<file path="src/rtl/spi_pkg.sv">
// Shared types and defaults for the configurable SPI master.
// Build option: SPI_LOOPBACK_EN adds an internal mosi->sampler loopback.
package spi_pkg;

  typedef enum logic [1:0] {
    ST_IDLE  = 2'd0,
    ST_SETUP = 2'd1,
    ST_SHIFT = 2'd2,
    ST_HOLD  = 2'd3
  } spi_state_e;

  // SPI modes encoded as {cpol, cpha}
  localparam logic [1:0] MODE0 = 2'b00;
  localparam logic [1:0] MODE1 = 2'b01;
  localparam logic [1:0] MODE2 = 2'b10;
  localparam logic [1:0] MODE3 = 2'b11;

  localparam int DEF_DATA_W = 32;
  localparam int DEF_CS_W   = 4;
  localparam int DEF_DIV_W  = 16;
  localparam int DEF_LEN_W  = 6;

  function automatic int sel_width(input int n);
    return (n > 1) ? $clog2(n) : 1;
  endfunction

endpackage

</file>
<file path="src/rtl/spi_clk_gen.sv">
// SPI clock generator: half-period timer, edge counter, leading/trailing
// strobes and sclk toggling for one frame.
module spi_clk_gen #(
  parameter int DIV_W = 16,
  parameter int LEN_W = 6
) (
  input  logic             clk_i,
  input  logic             rst_n_i,
  input  logic             en_i,
  input  logic             shift_i,
  input  logic             cpol_i,
  input  logic [DIV_W-1:0] div_i,
  input  logic [LEN_W-1:0] len_i,
  output logic             tick_o,
  output logic             lead_o,
  output logic             trail_o,
  output logic             done_o,
  output logic             sclk_o
);

  logic [DIV_W-1:0] hcnt_q, hcnt_d;
  logic [LEN_W:0]   ecnt_q, ecnt_d;
  logic             sclk_q, sclk_d;
  logic             edge_ev;
  logic [LEN_W:0]   last_edge;

  assign tick_o    = en_i && (hcnt_q == div_i);
  assign edge_ev   = shift_i && tick_o;
  assign last_edge = {len_i, 1'b0} - 1'b1;
  assign lead_o    = edge_ev && !ecnt_q[0];
  assign trail_o   = edge_ev &&  ecnt_q[0];
  assign done_o    = edge_ev && (ecnt_q == last_edge);
  assign sclk_o    = sclk_q;

  // While disabled the counters sit at zero so the first half-period after
  // accept is exactly div+1 cycles, and sclk tracks the idle level.
  always_comb begin
    hcnt_d = hcnt_q;
    ecnt_d = ecnt_q;
    sclk_d = sclk_q;
    if (!en_i) begin
      hcnt_d = '0;
      ecnt_d = '0;
      sclk_d = cpol_i;
    end else begin
      hcnt_d = tick_o ? '0 : hcnt_q + 1'b1;
      if (edge_ev) begin
        ecnt_d = ecnt_q + 1'b1;
        sclk_d = ~sclk_q;
      end
    end
  end

  always_ff @(posedge clk_i or negedge rst_n_i) begin
    if (!rst_n_i) begin
      hcnt_q <= '0;
      ecnt_q <= '0;
      sclk_q <= 1'b0;
    end else begin
      hcnt_q <= hcnt_d;
      ecnt_q <= ecnt_d;
      sclk_q <= sclk_d;
    end
  end

endmodule

</file>
<file path="src/rtl/spi_master_cfg.sv">
// Runtime-configurable SPI master: per-frame length, mode, bit order, divider
// and chip select. Optional SPI_LOOPBACK_EN adds loopback_i.
module spi_master_cfg
  import spi_pkg::*;
#(
  parameter int DATA_W = DEF_DATA_W,
  parameter int CS_W   = DEF_CS_W,
  parameter int DIV_W  = DEF_DIV_W,
  parameter int LEN_W  = DEF_LEN_W,
  localparam int SEL_W = sel_width(CS_W)
) (
  input  logic              clk_i,
  input  logic              rst_n_i,
  output logic              sclk_o,
  output logic              mosi_o,
  input  logic              miso_i,
  output logic [CS_W-1:0]   cs_bo,
  input  logic [SEL_W-1:0]  cs_sel_bi,
  input  logic              cpol_i,
  input  logic              cpha_i,
  input  logic              lsb_first_i,
  input  logic [DIV_W-1:0]  clk_div_bi,
  input  logic [LEN_W-1:0]  len_bi,
  input  logic [DATA_W-1:0] data_tx_bi,
  input  logic              data_tx_wr_i,
`ifdef SPI_LOOPBACK_EN
  input  logic              loopback_i,
`endif
  output logic              busy_o,
  output logic [DATA_W-1:0] data_rx_bo,
  output logic              data_rx_wr_o
);

  spi_state_e state_q, state_d;

  logic [DATA_W-1:0] tx_sh_q, tx_sh_d;
  logic [DATA_W-1:0] rx_sh_q, rx_sh_d;
  logic [DATA_W-1:0] data_rx_q, data_rx_d;
  logic [LEN_W-1:0]  len_q, len_d;
  logic [DIV_W-1:0]  div_q, div_d;
  logic [SEL_W-1:0]  sel_q, sel_d;
  logic [CS_W-1:0]   cs_q, cs_d;
  logic cpol_q, cpol_d, cpha_q, cpha_d, lsb_q, lsb_d;
  logic mosi_q, mosi_d, rx_wr_q, rx_wr_d, busy_q, busy_d;

`ifdef SPI_LOOPBACK_EN
  logic loop_q, loop_d;
`else
  logic loop_q;
  assign loop_q = 1'b0;
`endif

  logic              accept, tick, lead, trail, done;
  logic              sample_ev, shift_ev, miso_s, cpol_gen;
  logic [LEN_W-1:0]  len_eff;
  logic [LEN_W:0]    tx_pad, rx_pad;
  logic [DATA_W-1:0] tx_align, tx_next;

  function automatic logic out_bit(input logic [DATA_W-1:0] v, input logic lsb);
    return lsb ? v[0] : v[DATA_W-1];
  endfunction

  function automatic logic [DATA_W-1:0] shift1(input logic [DATA_W-1:0] v, input logic lsb);
    return lsb ? (v >> 1) : (v << 1);
  endfunction

  assign accept   = (state_q == ST_IDLE) && data_tx_wr_i;
  assign len_eff  = (len_bi == '0 || len_bi > LEN_W'(DATA_W)) ? LEN_W'(DATA_W) : len_bi;
  // MSB-first frames are left-aligned so the outgoing bit is always the MSB.
  assign tx_pad   = (LEN_W+1)'(DATA_W) - {1'b0, len_eff};
  assign tx_align = lsb_first_i ? data_tx_bi : (data_tx_bi << tx_pad);
  assign rx_pad   = (LEN_W+1)'(DATA_W) - {1'b0, len_q};
  assign tx_next  = shift1(tx_sh_q, lsb_q);
  assign cpol_gen = (state_q == ST_IDLE) ? cpol_i : cpol_q;

  spi_clk_gen #(
    .DIV_W (DIV_W),
    .LEN_W (LEN_W)
  ) u_clk_gen (
    .clk_i   (clk_i),
    .rst_n_i (rst_n_i),
    .en_i    (state_q != ST_IDLE),
    .shift_i (state_q == ST_SHIFT),
    .cpol_i  (cpol_gen),
    .div_i   (div_q),
    .len_i   (len_q),
    .tick_o  (tick),
    .lead_o  (lead),
    .trail_o (trail),
    .done_o  (done),
    .sclk_o  (sclk_o)
  );

  // CPHA=0 shifts on trailing edges except after the final bit.
  assign sample_ev = cpha_q ? trail : lead;
  assign shift_ev  = cpha_q ? lead  : (trail && !done);
  assign miso_s    = loop_q ? mosi_q : miso_i;

  always_comb begin
    state_d = state_q;
    unique case (state_q)
      ST_IDLE:  if (data_tx_wr_i) state_d = ST_SETUP;
      ST_SETUP: if (tick)         state_d = ST_SHIFT;
      ST_SHIFT: if (done)         state_d = ST_HOLD;
      ST_HOLD:  if (tick)         state_d = ST_IDLE;
      default:                    state_d = ST_IDLE;
    endcase
  end

  always_comb begin
    tx_sh_d   = tx_sh_q;
    rx_sh_d   = rx_sh_q;
    data_rx_d = data_rx_q;
    len_d     = len_q;
    div_d     = div_q;
    sel_d     = sel_q;
    cpol_d    = cpol_q;
    cpha_d    = cpha_q;
    lsb_d     = lsb_q;
    mosi_d    = mosi_q;
    rx_wr_d   = 1'b0;
`ifdef SPI_LOOPBACK_EN
    loop_d    = loop_q;
`endif
    if (accept) begin
      tx_sh_d = tx_align;
      rx_sh_d = '0;
      len_d   = len_eff;
      div_d   = clk_div_bi;
      sel_d   = cs_sel_bi;
      cpol_d  = cpol_i;
      cpha_d  = cpha_i;
      lsb_d   = lsb_first_i;
      if (!cpha_i) mosi_d = out_bit(tx_align, lsb_first_i);
`ifdef SPI_LOOPBACK_EN
      loop_d  = loopback_i;
`endif
    end
    if (sample_ev)
      rx_sh_d = lsb_q ? {miso_s, rx_sh_q[DATA_W-1:1]} : {rx_sh_q[DATA_W-2:0], miso_s};
    if (shift_ev) begin
      if (cpha_q) begin
        mosi_d  = out_bit(tx_sh_q, lsb_q);
        tx_sh_d = tx_next;
      end else begin
        mosi_d  = out_bit(tx_next, lsb_q);
        tx_sh_d = tx_next;
      end
    end
    // LSB-first bits enter at the top; realign to bit 0 on completion.
    if (state_q == ST_HOLD && tick) begin
      data_rx_d = lsb_q ? (rx_sh_q >> rx_pad) : rx_sh_q;
      rx_wr_d   = 1'b1;
    end
  end

  always_comb begin
    busy_d = (state_d != ST_IDLE);
    cs_d   = '1;
`ifdef SPI_LOOPBACK_EN
    if (busy_d && !loop_d && int'(sel_d) < CS_W) cs_d[sel_d] = 1'b0;
`else
    if (busy_d && int'(sel_d) < CS_W) cs_d[sel_d] = 1'b0;
`endif
  end

  always_ff @(posedge clk_i or negedge rst_n_i) begin
    if (!rst_n_i) begin
      state_q   <= ST_IDLE;
      tx_sh_q   <= '0;
      rx_sh_q   <= '0;
      data_rx_q <= '0;
      len_q     <= '0;
      div_q     <= '0;
      sel_q     <= '0;
      cpol_q    <= 1'b0;
      cpha_q    <= 1'b0;
      lsb_q     <= 1'b0;
      mosi_q    <= 1'b0;
      rx_wr_q   <= 1'b0;
      busy_q    <= 1'b0;
      cs_q      <= '1;
    end else begin
      state_q   <= state_d;
      tx_sh_q   <= tx_sh_d;
      rx_sh_q   <= rx_sh_d;
      data_rx_q <= data_rx_d;
      len_q     <= len_d;
      div_q     <= div_d;
      sel_q     <= sel_d;
      cpol_q    <= cpol_d;
      cpha_q    <= cpha_d;
      lsb_q     <= lsb_d;
      mosi_q    <= mosi_d;
      rx_wr_q   <= rx_wr_d;
      busy_q    <= busy_d;
      cs_q      <= cs_d;
    end
  end

`ifdef SPI_LOOPBACK_EN
  always_ff @(posedge clk_i or negedge rst_n_i) begin
    if (!rst_n_i) loop_q <= 1'b0;
    else          loop_q <= loop_d;
  end
`endif

  assign mosi_o       = mosi_q;
  assign cs_bo        = cs_q;
  assign busy_o       = busy_q;
  assign data_rx_bo   = data_rx_q;
  assign data_rx_wr_o = rx_wr_q;

endmodule
</file>
<file path="config.mk">
export PLATFORM = sky130hd
export DESIGN_NAME = spi_master_cfg
export DESIGN_NICKNAME = d
export VERILOG_FILES = /design/src/rtl/spi_pkg.sv /design/src/rtl/spi_clk_gen.sv /design/src/rtl/spi_master_cfg.sv
export SDC_FILE = /design/constraint.sdc
export NUM_CORES = 1
export LEC_CHECK = 0
export BUFFER_PORTS_ARGS = -buffer_cell sky130_fd_sc_hd__buf_2
export CAP_MARGIN = 30
export CORE_ASPECT_RATIO = 0.9
export CORE_UTILIZATION = 50
export CTS_BUF_LIST = sky130_fd_sc_hd__clkbuf_16
export CTS_CLUSTER_DIAMETER = 200
export DETAILED_ROUTE_END_ITERATION = 8
export GPL_TIMING_DRIVEN = 0
export PLACE_DENSITY = 0.69
export SETUP_SLACK_MARGIN = 0.15
export SLEW_MARGIN = 20
export SYNTH_ARGS = -nofsm -noshare
export SYNTH_HDL_FRONTEND = slang
export SYNTH_HIERARCHICAL = 1
export SYNTH_SLANG_ARGS = --single-unit
</file>
<file path="constraint.sdc">
create_clock -name clk_i -period 3.6 [get_ports clk_i]
set_input_delay 0.36 -clock clk_i [delete_from_list [all_inputs] [get_ports clk_i]]
set_output_delay 0.36 -clock clk_i [all_outputs]
set_load 0.02 [all_outputs]
</file>
# --- Word-level counts from Yosys, hierarchy flattened ---
# Index checks and enable logic that the tools add are counted.
word_totals:
  output_inout_bits: 40
  inputBits: 63
  elab_cells: 90
  regBits: 156
classes:
  reduce_logical: 19
  bitwise_logic: 2
  shifts: 2
  addsub: 5
  mux: 35
  magnitude_cmp: 3
  eq_ne: 7
ops:
  columns: ["operator", "count"]
  rows:
  - ["2-to-1 mux 32 bit", 8]
  - ["2-to-1 mux 16 bit", 2]
  - ["left shift 32 x 7 -> 32 bit", 1]
  - [">> shifter 32 x 7 -> 32 bit", 1]
  - ["adder 16 x 1 -> 16 bit (second input constant)", 1]
  - ["equality test 16 bit", 1]
  - ["2-to-1 mux 1 bit", 14]
  - ["2-to-1 mux 7 bit", 2]
  - ["subtractor 6 x 6 -> 7 bit (first input constant)", 2]
  - ["2-to-1 mux 2 bit", 5]
  - ["logical AND 1 bit", 9]
  - ["case mux 2 bit (4 select lines)", 1]
  - ["nonzero test 2 bit", 4]
  - ["adder 7 x 1 -> 7 bit (second input constant)", 1]
  - ["equality test 7 bit", 1]
  - ["subtractor 7 x 1 -> 7 bit (second input constant)", 1]
  - ["greater-than comparator 6 bit (second input constant)", 1]
  - ["zero test 6 bit", 1]
  - ["2-to-1 mux 6 bit", 1]
  - ["equality test 2 bit (second input constant)", 2]
  - ["2-to-1 mux 4 bit", 1]
  - ["NOT 4 bit", 1]
  - ["less-than comparator 2 x 3 -> 1 bit (second input constant)", 1]
  - ["demux 1 bit (select 2 bit)", 1]
  - ["other kinds (9)", 10]

# --- Longest topological paths before layout ---
# Gate-level depths: netlist of run 1.
depth:
  depth_word: 10
  ltp_mapped: 15
  depth_no_buf: 13

# --- Modules after synthesis ---
# The synthesis of run 1 kept the hierarchy.
by_module_without_submodules:
  columns: ["mod", "seq_area_each_um2", "instances", "cells_per_inst", "area_each_um2"]
  rows:
  - ["spi_master_cfg", 3308.2, 1, 1172, 10037.1]
  - ["spi_clk_gen", 600.6, 1, 171, 1594.0]

# --- Least setup slack after synthesis of run 1 ---
# OpenSTA, ideal clock, no wires.
synth_path:
  path_kind: "register -> register"
  from: "register state_q[1]"
  to: "register tx_sh_q[28]"
  stages_incl_launch_ff: 15
  setup_ns: 0.143
  path_slack_ns: 0.385
  path_buffers: 1
  period_less_slack_ns: 3.215
  t_arrival_ns: 3.072
  required_ns: 3.457
  cell_sequence: "dfrtp_1 -> clkbuf_1 -> nor2_1 -> inv_1 -> o21ai_0 -> nor4_2 -> and3_1 -> and3_1 -> nor2_1 -> a22oi_1 -> nand2_1 -> a21oi_1 -> o21ai_1 -> a221oi_1 -> a221oi_2"
synth_via:
  word_cells_on_any_way: 14
  cone_classes: "1 x eq/ne; 2 x mux; 11 x reduce/logical"
synth_rtl:
  columns: ["item", "line_no", "text"]
  rows:
  - ["start, declared", "spi_master_cfg.sv:34", "spi_state_e state_q, state_d;"]
  - ["start signal, assigned", "spi_master_cfg.sv:184", "state_q <= state_d;"]
  - ["nonzero test 2 bit", "spi_master_cfg.sv:82", ".en_i (state_q != ST_IDLE),"]
  - ["logical AND 1 bit", "spi_clk_gen.sv:27", "assign tick_o = en_i && (hcnt_q == div_i);"]
  - ["logical AND 1 bit (*)", "spi_clk_gen.sv:28", "assign edge_ev = shift_i && tick_o;"]
  - ["logical AND 1 bit (*)", "spi_clk_gen.sv:31", "assign trail_o = edge_ev && ecnt_q[0];"]
  - ["named net trail", "spi_master_cfg.sv:53", "logic accept, tick, lead, trail, done;"]
  - ["logical AND 1 bit (*)", "spi_master_cfg.sv:96", "assign shift_ev = cpha_q ? lead : (trail && !done);"]
  - ["2-to-1 mux 1 bit (*)", "spi_master_cfg.sv:96", null]
  - ["2-to-1 mux 32 bit or nonzero test 2 bit (tied branches)", null, null]
  - ["end signal, assigned", "spi_master_cfg.sv:185", "tx_sh_q <= tx_sh_d;"]
  - ["end, declared", "spi_master_cfg.sv:36", "logic [DATA_W-1:0] tx_sh_q, tx_sh_d;"]
# The timed path passes the listed nets; every way through them passes the cells marked *.
# A chain may end at the register's enable or synchronous reset.

# --- Worst setup path after layout of run 1 ---
layout_path:
  from: "register len_q[0]"
  to: "register data_rx_q[16], in the netlist data_rx_bo[16]"
layout_via:
  elab_chain_cells: 3
layout_rtl:
  columns: ["item", "line_no", "text"]
  rows:
  - ["start, declared", "spi_master_cfg.sv:39", "logic [LEN_W-1:0] len_q, len_d;"]
  - ["start signal, assigned", "spi_master_cfg.sv:188", "len_q <= len_d;"]
  - ["subtractor 6 x 6 -> 7 bit", "spi_master_cfg.sv:72", "assign rx_pad = (LEN_W+1)'(DATA_W) - {1'b0, len_q};"]
  - [">> shifter 32 x 7 -> 32 bit", "spi_master_cfg.sv:152", "data_rx_d = lsb_q ? (rx_sh_q >> rx_pad) : rx_sh_q;"]
  - ["2-to-1 mux 32 bit", "spi_master_cfg.sv:152", null]
  - ["end signal, assigned", "spi_master_cfg.sv:187", "data_rx_q <= data_rx_d;"]
  - ["end, declared", "spi_master_cfg.sv:38", "logic [DATA_W-1:0] data_rx_q, data_rx_d;"]
# No other way between the ends.

==> results.md, run 1 <==
- Num rows: between 50 and 60
- Synth Register Bits: roughly 160
- Post-synthesis mux area share: 14.7%
- Post-Synth Adder-Cell Area: 0.538%
- Primary FF master, synth: dfrtp_1
- Max Transition Viols Final: 0
- Area contributors post-synth: dfrtp_1 33%, mux4_2 7.7%, nand2_1 6.9%
- Failing checks: design-rule violations
- Share of post-route cells with drive strength above 1: 21.3%
- Vert. Die Dim: approximately 150 um
- Slew margin rel.: 41.7%
- Most frequent CP cell: buf_6
- Clock Latency Late Sink: 0.44 ns
- Top Ports: ~100
- Area Overhead vs Synth: 15.8%
- DP Wirelength: between 30000 and 40000 um
- Max VDD drop: between 0.3 and 0.4 mV
- Top cell type's share of synthesized area: about a third
- Clk slew on worst S/H paths: around 0.070 ns
- Hold Crit Class: primary input to flop
- Inserted Clock Buffers: 17
- Largest family of logic cells by synthesized area: compound AO/OA/AOI/OAI gates
- Required time worst endpoint: approximately 3.9 ns
- First-pass GRT wire length: ~63000 um
- Dpl cells: around 1700
- Xor-xnor portion of the synthesized cell area: between 3 and 4%
- Post-synthesis net count: around 1400
- CTS tree: yes
- Root buffer cell: clkbuf_16
- Post-synthesis cell type count: 86
- Hold Vio Cnt, Final: 0
- Fin crit period: ~3.3 ns
- Final net count: around 1500
- Dominant cell type by area after synthesis: dfrtp_1
- Worst-path cell with the longest stage delay: dfrtp_1
- Syn avg cell area: just under 9 um2
- Final setup fails: 0
- RD Place Congestion: 0.973
- Antenna violations before repair: 0
- PortBufs: 101
- Initial Utilization: around half
- Worst hold margin: 0.102 ns
- Total iterations of the first detailed-routing run: 8
- Remaining DRCs: 2
- Avg WL per Cell: around 23 um
- Largest stage delay, worst path: 0.42 ns
- Layout Cells excl Fill: 1787
- DR vias: 11400
- CTS sink cnt: around 160
- Top cell family by delay on the critical path: buffers and inverters
- Remaining global-route overflow: 0
- Post-Route WL: between 40000 and 50000 um
- Synth async-reset ratio: 100%
- Simple-gate area share of the yosys netlist: about a fifth
- Crit path capture type: flop
- Htree depth: 4
- Number of synthesized flops with an enable pin: 0
- Leak Pwr: between 5 and 6 nW
- Gr usage total: 34.7%
- Status: finished, violations left
- Drt via density: ~6.4
- Crit path max fanout: 10
- Post-Syn Instances: between 1000 and 1500
- Sequential share of the synthesized area: approximately 34%
- Die Width: around 160 um
- Clk_skew: between 0.01 and 0.015 ns
- F_max: between 300 and 400 MHz
- Die area: approximately 24000 um2
- CP cell instances: buf_6 > buf_6 > buf_6 > inv_1 > ha_1 > buf_2 > buf_4 > mux4_2 > o21a_1 > mux2i_2 > mux2i_1 > a21oi_1 > o21ai_0
- Critical setup path kind: flop to flop
- Setup Slack @ Placement: -1.12 ns
- Vias in the first global route: ~11000
- Power per cell area: ~600 nW/um2
- Synth Cell Area: between 10000 and 15000 um2
- Period utilization: 91.2%
- Worst-Margin Slew: about 0.87 ns
- Area fraction in compound gates after synthesis: between 20 and 25%
- RSZ-0062 raised after global routing: yes
- Number of diodes: 0
- Core footprint: 22600 um2
- Total of max-cap violations: 0
- Synth warn: 6
- Largest net degree at the start of global routing: 100
- Post-route ant nets: 0
- CP Buf/Inv Count: 6
- Crit start category: flop
- DRT iter0 DRCs: around 1100
- Crit path DAT: 3.58 ns
- Setup WS post-layout: 0.317 ns
- Maximum root-to-sink buffer count: 2
-- logic make-up (layout without fill, tap and decap cells) --
| family | count (synthesis) | after routing |
|---|---|---|
| and+or+nand+nor | 500 | 500 |
| buffers and inverters | 128 | 275 |
| adders and majority gates | 5 | 5 |
| muxes | 120 | 120 |
| DFF | 156 | 156 |
| xor gates and xnor gates | 45 | 45 |
| AOI/OAI and AO/OA | 389 | 389 |
-- where the power goes --
group          internal (W)  switching, W  leakage [nW]
combinational       0.00141       0.00216          3.40
clock               0.00112      0.000847         0.306
sequential          0.00209      0.000377          2.00
total               0.00461       0.00338          5.70
-- final cells by class --
type	instances	area [um2]
Clock inverter	15	200
Timing Repair Buffer	115	643
Multi-Input combinational cell	1059	7320
Tap cell	297	372
Sequential cell	156	3910
Inverter	29	109
Fill cell	2071	9180
Clock buffer	17	425
Buffer	99	493
-- metrics by stage --
stage                     setup TNS [ns]  power (W)  cell area [um2]  utilization, %
final                                  0    0.00800            13500            59.5
after global routing                   0    0.00842            13500            59.5
after CTS                              0    0.00787            13300            58.8
after detailed placement          -37.56    0.00584            12500            55.4
after global placement            -57.51    0.00582            12500            55.2
after floorplan                        0    0.00485            11600               -
-- registers in the layout (all words and copies together), names as in the netlist, 2 cells and up --
register          count
div_q                16
len_q                 6
rx_sh_q              32
state_q               2
tx_sh_q              32
sel_q                 2
u_clk_gen/ecnt_q      7
cs_bo                 4
u_clk_gen/hcnt_q     16
data_rx_bo           32
-- layout by cell type (no fill, tap or decap), types with 10 or more instances in the layout --
cell type,synthesis,routed
a211oi_1,22,19
a21oi_1,87,83
a221oi_1,19,14
a22o_1,10,10
a22oi_1,17,16
a31oi_1,30,30
and2_1,17,17
and3_1,16,15
buf_2,16,115
buf_4,8,19
clkbuf_1,65,47
clkbuf_16,0,17
clkbuf_2,0,16
dfrtp_1,152,152
inv_1,27,26
mux2_2,11,11
mux2i_1,69,67
mux4_2,40,40
nand2_1,213,212
nand3_1,47,47
nor2_1,94,91
nor2b_1,32,31
nor3_1,27,26
o211ai_1,17,17
o21ai_0,103,98
o21ai_1,8,12
xnor2_1,34,33
-- routing by layer --
| layer | wire [um] | track usage, % | vias to the layer above |
|---|---|---|---|
| met2 | 18800 | 55.7 | 628 |
| li1 | - | - | 5213 |
| met1 | 17000 | 45.8 | 5471 |
| met3 | 3380 | 6.61 | 104 |
| met5 | 0 | 0 | - |
| met4 | 1370 | 14.6 | 0 |
-- Yosys cell counts, types with 30 or more instances --
| library cell | instances |
|---|---|
| a31oi_1 | 30 |
| nor2_1 | 94 |
| o21ai_0 | 103 |
| nand3_1 | 47 |
| nand2_1 | 213 |
| clkbuf_1 | 65 |
| a21oi_1 | 87 |
| nor2b_1 | 32 |
| xnor2_1 | 34 |
| mux2i_1 | 69 |
| dfrtp_1 | 152 |
| mux4_2 | 40 |
-- what timing repair did --
action | 4_1_cts | 5_1_grt
resized for setup | 32 | 42
setup buffers | 5 | 7
endpoints found under the setup margin | 89 | 89
pin swaps | 3 | 3
endpoints found under the hold margin | 57 | 0
hold buffers | 1 | 0
-- path summary, 6_finish.rpt --
path                                      from              to  slack, ns  cells past startpoint
min in group asynchronous              rst_n_i  data_rx_bo[26]       0.43                      2
worst min-delay path            clk_div_bi[12]       div_q[12]       0.10                      3
max in group asynchronous              rst_n_i     tx_sh_q[27]       2.31                      3
worst min register to register  data_rx_bo[26]  data_rx_bo[26]       0.47                      2
worst max register to register        len_q[0]  data_rx_bo[16]       0.32                     13
worst max-delay path                  len_q[0]  data_rx_bo[16]       0.32                     13
-- worst register-to-register path: cells and delay by family (launching register included) --
kind	cells	cell delay, ns
mux	3	0.80
buf+inv	6	1.14
fa+ha+maj	1	0.28
flops	1	0.42
compound gates	3	0.50
No activity file was read; power rests on OpenSTA's default activity.
==> run 2, diff against run 1 <==
CORE_MARGIN = 3   (was unset)
==> run 2 against run 1 <==
Effect of this change:
- the flow now finishes without violations
- critical endpoint is now tx_sh_q[27]
- sequential cell count stayed put
- largest cell class unchanged
- final area is essentially flat
- highest routed layer unchanged
- clock power fell by 11%
==> results.md, run 2 (synthesis results as in run 1) <==
- Status: complete, no violations
- Htree depth: 4
- Met3 WL post-DR: 3330 um
- Hold Vio Cnt, Final: 0
- Crit path max fanout: 10
- Slew margin rel.: 38.2%
- Clk slew on worst S/H paths: roughly 0.07 ns
- Register Area: 3910 um2
- Dpl cells: ~1700
- Area occupied by multi-input gates: 7360 um2
- Critical setup path kind: primary input to flop
- Commonest non-fill, non-tap cell in the layout: nand2_1
- Root buffer cell: clkbuf_16
- Sw Ratio: between 40% and 50%
- Clock Latency Late Sink: between 0.4 and 0.5 ns
- Final net count: roughly 1500
- DP Wirelength: slightly above 30000 um
- Gr usage total: between 30% and 40%
- DR vias: about 12000
- Number of diodes: 0
- Comb power frac: a little under half
- WL met2: around 19000 um
- Period utilization: slightly above 90%
- Reg2Reg Depth: 13
- Antenna violations before repair: 0
- Avg WL per Cell: between 20 and 25 um
- Leak Pwr: roughly 5.7 nW
- Fin crit period: ~3.4 ns
- Layout Cells excl Fill: about 1800
- Largest stage delay, worst path: approximately 0.59 ns
- DRT met1 WL: 16800 um
- Total iterations of the first detailed-routing run: 5
- Max Transition Viols Final: 0
- DRT iter0 DRCs: 1084
- Hold Crit Class: primary input to flop
- Die Width: approximately 170 um
- Most frequent CP cell: inv_1
- Top cell family by delay on the critical path: simple AND/OR/NAND/NOR gates
- Total of max-cap violations: 0
- Worst-Margin Slew: between 0.9 and 1 ns
- First-pass GRT wire length: approximately 64000 um
- Post-Route WL: 40300 um
- P_int: 0.00448 W
- Crit path capture type: flop
- Remaining DRCs: 0
- Fillers: 2085
- Crit start category: primary input
- CTS tree: yes
- Post-route ant nets: 0
- Top Ports: between 100 and 150
- Area Overhead vs Synth: 15.8%
- WHS Path Cells: 3
- Crit path DAT: 3.68 ns
- CP Buf/Inv Count: 6
- Remaining global-route overflow: 0
- Die area: approximately 25000 um2
- Psw: ~0.0034 W
- Vias in the first global route: 11200
- Power per cell area: around 580 nW/um2
- CTS sink cnt: ~160
- Worst path depth: 14
- Inserted Clock Buffers: 17
- Clock share of power: between 20% and 30%
- Num rows: 52
- Max VDD drop: 0.303 mV
- Setup Slack @ Placement: -0.856 ns
- Final setup fails: 0
- Core footprint: roughly 23000 um2
- Sequential Power Share: 31.5%
- Final Total Pwr: between 0.007 and 0.008 W
- F_max: 297 MHz
- Drt via density: roughly 6.4
- Vert. Die Dim: between 150 and 200 um
- Initial Utilization: between 50% and 60%
- Share of post-route cells with drive strength above 1: between 20% and 30%
- Maximum root-to-sink buffer count: 2
- Largest net degree at the start of global routing: 100
- RD Place Congestion: between 0.9 and 1
- CP cell instances: buf_2 > and2b_1 > inv_1 > clkbuf_2 > ha_1 > buf_6 > inv_1 > xnor2_2 > buf_4 > nor2_1 > a2bb2oi_2 > o22ai_1 > o21ai_0 > nor3_1
- Most frequent cells in the layout: 212 x nand2_1, 152 x dfrtp_1, 115 x buf_2
- Required time worst endpoint: 3.92 ns
- Max layer used: met4
- Clk_skew: 0.0132 ns
- Worst-path cell with the longest stage delay: nor2_1
- PortBufs: ~100
- Setup WS post-layout: roughly 0.23 ns
- RSZ-0062 raised after global routing: yes
==> run 2: cell count changes in the layout (fill, tap and decap cells not counted), moves of 2 or more <==
cell       delta
mux2i_4       +2
bufinv_16     -2
clkbuf_1      -2
inv_8         -2
inv_1         +2
a211oi_2      -2
a221oi_2      -3
buf_4         +3
o21ai_0       +2
mux2i_2       -2
a221oi_1      +3
buf_1         +3
==> run 2: worst paths after layout <==
path | slack (ns) | end | startpoint
setup / recovery | 0.23 | tx_sh_q[27] | len_bi[0]
hold / removal | 0.11 | div_q[10] | clk_div_bi[10]
setup reg to reg | 0.27 | tx_sh_q[27] | u_clk_gen/hcnt_q[5]
hold reg to reg | 0.46 | data_rx_bo[24] | data_rx_bo[24]
max in group asynchronous | 2.31 | cs_bo[2] | rst_n_i
min in group asynchronous | 0.44 | rx_sh_q[30] | rst_n_i
==> run 2: area by class of cell <==
| type | instances | share of cell area (%) |
|---|---|---|
| multi-input combinational | 1059 | 54.6 |
| sequential | 156 | 29.0 |
| timing repair buffer | 118 | 4.94 |
| buffer | 99 | 3.63 |
| clock buffer | 17 | 3.16 |
| tap | 297 | 2.76 |
| clock inverter | 15 | 1.05 |
| inverter | 29 | 0.808 |
==> run 2: stage by stage <==
| step | TNS (ns) | instance area, um2 | util, % | hold WS [ns] |
|---|---|---|---|---|
| after floorplan | 0 | 11600 | - | 0.0644 |
| after detailed placement | -32.78 | 12500 | 55.3 | 0.315 |
| after global routing | 0 | 13500 | 59.3 | 0.123 |
| final | 0 | 13500 | 59.3 | 0.110 |
| after global placement | -53.60 | 12500 | 55.1 | 0.448 |
| after CTS | 0 | 13300 | 58.5 | 0.110 |
==> run 2: timing repair <==
| item | CTS | global route |
|---|---|---|
| resized for setup | 28 | 48 |
| hold endpoints to repair | 57 | 0 |
| buffers inserted | 8 | 7 |
| pin swaps | 3 | 4 |
| setup endpoints to repair | 88 | 95 |
| hold buffers | 1 | 0 |
==> run 2: per-layer routing <==
metal,global-route usage (%),vias to the layer above
met3,5.15,125
met5,0,-
li1,-,5215
met4,12.1,0
met1,43.4,5570
met2,52.3,633
==> run 2: power groups by stage <==
stage | sequential, W | clock, W | combinational [W]
after floorplan | 0.00239 | 0 | 0.00246
after global placement | 0.00247 | 0 | 0.00332
after detailed placement | 0.00249 | 0 | 0.00335
after CTS | 0.00246 | 0.00177 | 0.00344
after global routing | 0.00252 | 0.00186 | 0.00390
final | 0.00247 | 0.00176 | 0.00362
==> run 2: worst register-to-register path, delay by kind of cell (launching register included) <==
family / cells / cell delay (ns)
simple gates: 6 / 1.35
compound gates: 5 / 0.99
buf+inv: 2 / 0.41
flops: 1 / 0.45
==> run 3, diff against run 2 <==
PLACE_DENSITY = 0.73   (was 0.69)
==> run 3 against run 2 <==
Effect of this change:
- total power rose by 2.3%
- utilization rose by 0.17 points
- sequential cell count did not move
- critical path depth fell by 1
- maximum frequency fell by 1.6%
- clock power rose by 12%
- worst hold slack got worse by 0.0029 ns
- combinational power fell by 1%
- largest cell class unchanged
==> results.md, run 3 (synthesis results as in run 1) <==
- DR vias: between 10000 and 15000
- RSZ-0062 raised after global routing: yes
- Die area: 25100 um2
- Setup Slack @ Placement: -1.04 ns
- Area Overhead vs Synth: 16.1%
- Status: complete, no violations
- Max Transition Viols Final: 0
- Vert. Die Dim: approximately 150 um
- CTS sink cnt: between 150 and 200
- Critical setup path kind: flop to flop
- Gr usage total: a little under a third
- Clk_skew: roughly 0.015 ns
- CTS tree: yes
- GR peak layer: met2
- R2R Setup Slk: 0.18 ns
- Leak Pwr: around 5.7 nW
- Antenna violations before repair: 0
- Initial Utilization: just over 50%
- Crit path max fanout: 10
- RD Place Congestion: 1.01
- Worst hold margin: 0.107 ns
- Clk slew on worst S/H paths: approximately 0.070 ns
- DP Wirelength: roughly 30000 um
- Clock Latency Late Sink: 0.44 ns
- Maximum root-to-sink buffer count: 2
- Post-route ant nets: 0
- Number of diodes: 0
- Crit path capture type: flop
- Total iterations of the first detailed-routing run: 6
- Slew margin rel.: around 37%
- M3 GR Usage: under 10%
- Hold Crit Class: primary input to flop
- Post-Route WL: 40200 um
- Remaining DRCs: 0
- Root buffer cell: clkbuf_16
- Met2 GRT Util: between 50% and 60%
- Required time worst endpoint: approximately 3.9 ns
- Total of max-cap violations: 0
- Crit start category: flop
- Met1 usage: ~43%
- Htree depth: 4
- Setup WS post-layout: ~0.18 ns
- Commonest non-fill, non-tap cell in the layout: nand2_1
- Share of post-route cells with drive strength above 1: roughly a fifth
- Largest net degree at the start of global routing: 83
- Drt via density: between 6 and 7
- Vias in the first global route: roughly 11000
- Final setup fails: 0
- PortBufs: 101
- Worst-Margin Slew: 0.944 ns
- Inserted Clock Buffers: 17
- Max VDD drop: between 0.3 and 0.4 mV
- Fin crit period: around 3.4 ns
- Core footprint: ~23000 um2
- DRT iter0 DRCs: approximately 1200
- F_max: between 200 and 300 MHz
- Final net count: around 1500
- Die Width: approximately 170 um
- Num rows: 52
- Most frequent cells in the layout: 213 x nand2_1, 152 x dfrtp_1, 115 x buf_2
- Avg WL per Cell: between 20 and 25 um
- Top Ports: between 100 and 150
- Power per cell area: about 600 nW/um2
- Remaining global-route overflow: 0
- Crit path DAT: between 3 and 4 ns
- Fillers: 2027
- First-pass GRT wire length: 62700 um
- Hold Vio Cnt, Final: 0
- Period utilization: 95.0%
## run 3: changes by cell type in the layout (fill, tap and decap cells not counted), sizes merged
cell / before / now
bufinv: 1 / 3
clkbuf: 78 / 81
clkinvlp: 2 / 0
clkinv: 7 / 3
inv: 34 / 38
buf: 155 / 150
## run 3: area by class of cell
| type | count | area (um2) | share of cell area (%) |
|---|---|---|---|
| Sequential cell | 156 | 3910 | 28.9 |
| Inverter | 29 | 109 | 0.806 |
| Timing Repair Buffer | 116 | 651 | 4.82 |
| Clock inverter | 15 | 200 | 1.48 |
| Clock buffer | 17 | 425 | 3.15 |
| Tap cell | 297 | 372 | 2.75 |
| Buffer | 99 | 485 | 3.59 |
| Multi-Input combinational cell | 1059 | 7350 | 54.5 |
## run 3: through the flow
step,TNS [ns],cells,util (%),cell area (um2),total power (W)
finish,0,1788,59.5,13500,0.00803
global route,0,1788,59.5,13500,0.00845
CTS,0,1778,58.6,13300,0.00787
detailed placement,-34.90,1742,55.3,12500,0.00582
global placement,-53.14,1741,55.1,12500,0.00578
floorplan,0,1343,-,11600,0.00485
## run 3: where the power goes
group	total, W	leakage, nW	switching, W	internal, W
clock	0.00198	0.313	0.000852	0.00112
combinational	0.00358	3.41	0.00218	0.00141
sequential	0.00246	2.00	0.000375	0.00209
## run 3: path summary, 6_finish.rpt
path	startpoint	end	depth (start not counted)
worst max-delay path	len_q[0]	data_rx_bo[16]	13
worst min-delay path	clk_div_bi[12]	div_q[12]	3
worst max register to register	len_q[0]	data_rx_bo[16]	13
worst min register to register	data_rx_bo[26]	data_rx_bo[26]	2
max in group asynchronous	rst_n_i	cs_bo[2]	3
min in group asynchronous	rst_n_i	data_rx_bo[23]	2
## run 3: timing repair
item,in CTS,in global routing
hold endpoints to repair,74,0
resized for setup,29,42
setup endpoints to repair,89,94
buffers inserted,3,10
pin swaps,2,5
hold buffers,1,0
## run 3: worst max-delay path, cell delays in order, from the launching register on
cell and delay (ns):
dfrtp_1 0.42, buf_6 0.20, buf_6 0.20, buf_6 0.21, inv_1 0.10, ha_1 0.31
buf_2 0.19, buf_4 0.20, a211oi_1 0.33, a211oi_2 0.15, mux2i_1 0.42, mux2i_1 0.19
a21oi_1 0.26, o21ai_0 0.11
## run 3: per-layer routing
layer / vias up / wire length (um)
met2: 651 / 17900
met3: 126 / 3600
met4: 0 / 1670
met1: 5540 / 17000
li1: 5213 / -
met5: - / 0
